File: src/rtl/mem_wb_stage.sv
// MEM/WB stage register with writeback select and retire counter.
// Sub-word load extraction is built only when WB_SUBWORD_LOAD_EN is defined.
module mem_wb_stage #(
    parameter int DATA_W = 32,
    parameter int REG_AW = 5
) (
    input  logic              CLK,
    input  logic              RST_N,
    input  logic              stall,
    input  logic              flush,
    input  logic              m_valid,
    input  logic              m_reg_write,
    input  logic [1:0]        m_wb_sel,
    input  logic [2:0]        m_load_type,
    input  logic [1:0]        m_byte_off,
    input  logic [REG_AW-1:0] m_wreg,
    input  logic [DATA_W-1:0] m_alu_res,
    input  logic [DATA_W-1:0] m_mem_rdata,
    input  logic [DATA_W-1:0] m_link,
    output logic              RegWrite,
    output logic [REG_AW-1:0] Wreg_addr,
    output logic [DATA_W-1:0] Wdata,
    output logic              wb_valid,
    output logic [31:0]       retire_cnt
);

    typedef struct packed {
        logic              valid;
        logic              reg_write;
        logic [REG_AW-1:0] wreg;
        logic [1:0]        wb_sel;
`ifdef WB_SUBWORD_LOAD_EN
        logic [2:0]        load_type;
        logic [1:0]        byte_off;
`endif
        logic [DATA_W-1:0] alu_res;
        logic [DATA_W-1:0] mem_rdata;
        logic [DATA_W-1:0] link;
    } wb_t;

    wb_t         r;
    wb_t         nxt;
    logic [31:0] cnt_q;
    logic [DATA_W-1:0] ld_data;
    logic [DATA_W-1:0] sel_d;

    always_comb begin
        nxt           = '0;
        nxt.valid     = m_valid;
        nxt.reg_write = m_reg_write;
        nxt.wreg      = m_wreg;
        nxt.wb_sel    = m_wb_sel;
`ifdef WB_SUBWORD_LOAD_EN
        nxt.load_type = m_load_type;
        nxt.byte_off  = m_byte_off;
`endif
        nxt.alu_res   = m_alu_res;
        nxt.mem_rdata = m_mem_rdata;
        nxt.link      = m_link;
    end

    // Reset beats flush, flush beats stall; only the valid bit is cleared on flush.
    always_ff @(posedge CLK) begin
        if (!RST_N) begin
            r     <= '0;
            cnt_q <= '0;
        end else if (flush) begin
            r.valid <= 1'b0;
        end else if (!stall) begin
            r <= nxt;
            if (m_valid)
                cnt_q <= cnt_q + 32'd1;
        end
    end

`ifdef WB_SUBWORD_LOAD_EN
    logic [7:0]  ld_b;
    logic [15:0] ld_h;

    assign ld_b = r.mem_rdata[8*r.byte_off +: 8];
    assign ld_h = r.byte_off[1] ? r.mem_rdata[31:16] : r.mem_rdata[15:0];

    always_comb begin
        case (r.load_type)
            3'b001:  ld_data = {{(DATA_W-8){ld_b[7]}}, ld_b};
            3'b010:  ld_data = {{(DATA_W-8){1'b0}}, ld_b};
            3'b011:  ld_data = {{(DATA_W-16){ld_h[15]}}, ld_h};
            3'b100:  ld_data = {{(DATA_W-16){1'b0}}, ld_h};
            default: ld_data = r.mem_rdata;
        endcase
    end
`else
    logic unused_ld;

    assign unused_ld = ^{m_load_type, m_byte_off};
    assign ld_data   = r.mem_rdata;
`endif

    always_comb begin
        case (r.wb_sel)
            2'b01:   sel_d = ld_data;
            2'b10:   sel_d = r.link;
            default: sel_d = r.alu_res;
        endcase
    end

    assign RegWrite   = r.valid & r.reg_write & (r.wreg != '0);
    assign Wreg_addr  = r.valid ? r.wreg : '0;
    assign Wdata      = r.valid ? sel_d : '0;
    assign wb_valid   = r.valid;
    assign retire_cnt = cnt_q;

endmodule

File: config.mk
export PLATFORM = sky130hd
export DESIGN_NAME = mem_wb_stage
export DESIGN_NICKNAME = d
export VERILOG_FILES = /design/src/rtl/mem_wb_stage.sv
export SDC_FILE = /design/constraint.sdc
export NUM_CORES = 1
export LEC_CHECK = 0
export CAP_MARGIN = 10
export CORE_ASPECT_RATIO = 0.9
export CORE_UTILIZATION = 50
export CTS_BUF_LIST = sky130_fd_sc_hd__clkbuf_2
export CTS_CLUSTER_DIAMETER = 50
export DETAILED_ROUTE_END_ITERATION = 8
export GPL_TIMING_DRIVEN = 0
export PLACE_DENSITY_LB_ADDON = 0.2
export SYNTH_ARGS = -nofsm -noshare
export SYNTH_HDL_FRONTEND = slang
export SYNTH_SLANG_ARGS = --single-unit
File: constraint.sdc
create_clock -name CLK -period 4.4 [get_ports CLK]
set_input_delay 0.88 -clock CLK [delete_from_list [all_inputs] [get_ports CLK]]
set_output_delay 0.88 -clock CLK [all_outputs]
set_load 0.01 [all_outputs]
==> qor.txt <==
Fmax: 0.253 GHz
Fin crit share: 90.0%
Gr usage total: 28.2%
Ys async rst share: 0%
VDD IR-drop max: 0.239 mV
PwrDens: 298 mW/mm^2
DR pass1 iterations: 7
Row cnt: 37
Final core area utilization: 71.6%
Post-Syn Instances: 792
Initial Utilization: 51.9%
Max Buffers Root-to-Sink: 2
Hold Vio Cnt, Final: 0
Post-route ant nets: 0
WL final: 17,600 um
CP Cell Sequence: inv_1, ha_1, clkbuf_1, clkbuf_1, nand2_1, o21ai_0, and2_1, clkdlybuf4s50_1
Number of flops mapped to enable cells by yosys: 0
Placed inst area: 0.00800 mm^2
Initial antenna violation count: 0
Postcts setup bufs: 0
DP Wirelength: 12,900 um
Mapped Area: 0.00601 mm^2
Via density: 5.40
Hold path startpoint: r[85]
Cell variety after synth: 39
Via count: 6,262
Worst hold endpoint: r[85]
Critical Path RT: 3520 ps
CP endpoint kind: primary output
Fillers: 987
Core area: 0.0116 mm^2
Sink Count: 137
Synth warnings: 0
CP Class: flop to primary output
Clock slew at reported path FFs: 190 ps
Final non-filler cell total: 1,159
Setup TNS: 0 ps
Ant diodes: 0
Die width: 118 um
Seq/Total Area, Yosys: 45.6%
Critical-path maximum fanout: 10
Drt wl/cell: 15.2 um
Root Driver: clkbuf_2
CP peak stage delay: 530 ps
Layout cells sized above 1: 4.49%
CP most frequent cell: clkbuf_1
Power Total: 2470 uW
Outcome: finished, final reports clean
Cell family with most CP delay: buffers and inverters
Gr ovfl total: 0
Leakage: 0.00284 uW
Most frequent cells in the layout: nand2_1, clkdlybuf4s50_1, dfxtp_1
Maxcap violations: 0
Hold/Removal Path Class: flop to flop
Reg-to-reg endpoint: retire_cnt[31]
P&R area growth vs syn: 37.9%
CTS H-tree depth: 4
CTS tree: yes
Reg2reg start: retire_cnt[4]
Hold Crit Depth: 2
Worst-Margin Slew: 580 ps
Synth Net Count: 909
PortBufs: 179
Worst Path Buf+Inv: 4
Setup slack, reg-to-reg: 2240 ps
Ports: 185
Worst endpoint data arrival time: 3080 ps
Setup Skew: 18.8 ps
CP startpoint kind: flop
Endpoints failing setup: 0
Synthesized flop and latch total: 137
Final Max Tran Viols: 0
Final Cell Area: 0.00829 mm^2
Die area: 0.0125 mm^2
Vias in the first global route: 5,716
DRC: 0
Mean Syn Cell Area: 7.59 um^2
First-pass GRT wire length: 27,800 um
Placed cells: 1,127
CTS Hold Bufs: 0
Worst Reg2Reg Path Length in Cells: 5
Worst-skew pair later-pin latency: 670 ps
Post-CTS Resized: 0
Relative slew margins: 61.2%
NumNets Final: 1,107
Die Span Y: 106 um
Dominant synthesized flop cell: dfxtp_1
CTS Buf Count: 17
Initial DRC Count: 495
Final min period: 3960 ps
Worst path slowest cell: clkdlybuf4s50_1
GPL Wtd Cong: 0.834
Commonest non-fill, non-tap cell in the layout: nand2_1
RSZ-0062 raised after global routing: false
Largest net degree at the start of global routing: 17
worst register-to-register path, cell delays in order (launching register included):
cell      delay, ps
dfxtp_1         530
nand4_2         170
or4_1           550
clkbuf_2        200
or4_1           520
a21oi_1         150
worst max-delay path by stage:
stage,cells after the start,slack (ps),endpoint,startpoint
global route,8,180,Wdata[19],r[96]
global placement,8,1200,Wdata[13],r[96]
CTS,8,440,Wdata[13],r[96]
floorplan,7,2050,Wdata[10],r[96]
detailed placement,8,1190,Wdata[13],r[96]
finish,8,440,Wdata[13],r[96]
cells in the mapped netlist, types with 2 or more instances:
library cell,instances,area [um^2]
buf_1,7,26.3
nor3_1,3,15.0
nor4_1,2,12.5
nand4_2,2,25.0
mux2i_1,5,50.1
a21oi_1,123,616
o31ai_1,8,60.1
ha_1,3,37.5
a22oi_1,32,240
nor2_1,9,33.8
nand4_1,8,50.1
and2_1,38,238
xnor2_1,4,35.0
and3_2,2,15.0
xor2_1,4,35.0
nand2b_1,5,31.3
nand3_1,10,50.1
or3_1,12,75.1
inv_1,5,18.8
or4_1,9,67.6
and4_2,5,50.1
clkbuf_1,48,180
o21ai_0,42,210
nand2_1,255,957
dfxtp_1,137,2740
report_power, final:
part,switching (uW),internal (uW)
Sequential,24.9,1290
Clock,454,420
Combinational,147,140
Total,626,1850
layer usage:
layer	routed length (um)	share of wire (%)	track usage [%]
met5	0	0	0
met4	400	2.3	10.1
met1	7990	45	36.9
met3	1240	7.0	6.92
met2	7940	45	45.3
stage by stage:
step,worst slack (ps),hold slack [ps]
after global routing,183,483
final,440,468
after detailed placement,1190,446
after floorplan,2050,433
after CTS,437,468
after global placement,1200,442
cell type report:
class | count | area (um^2) | share of cell area [%]
buffer | 58 | 236 | 2.85
clock buffer | 17 | 85.1 | 1.03
clock inverter | 15 | 206 | 2.49
inverter | 6 | 22.5 | 0.272
multi-input combinational | 591 | 3010 | 36.3
sequential | 137 | 2740 | 33.1
tap | 156 | 195 | 2.36
timing repair buffer | 179 | 1790 | 21.6
cell families after synthesis:
| kind of cell | count (synthesis) | share of synthesized area, % |
|---|---|---|
| AND/OR/NAND/NOR | 367 | 28.2 |
| flip-flops | 137 | 45.6 |
| multiplexers | 5 | 0.833 |
| AO/OA/AOI/OAI | 208 | 19.2 |
| adder cells (fa/ha/maj) | 3 | 0.625 |
| XOR/XNOR | 8 | 1.17 |
| buffers and inverters | 64 | 4.31 |
flip-flops by register name, summed over array words and instances (netlist names):
signal,cells
retire_cnt,32
r,72
wb_valid,1
ld_data,32
(Power assumes the default switching activity.)
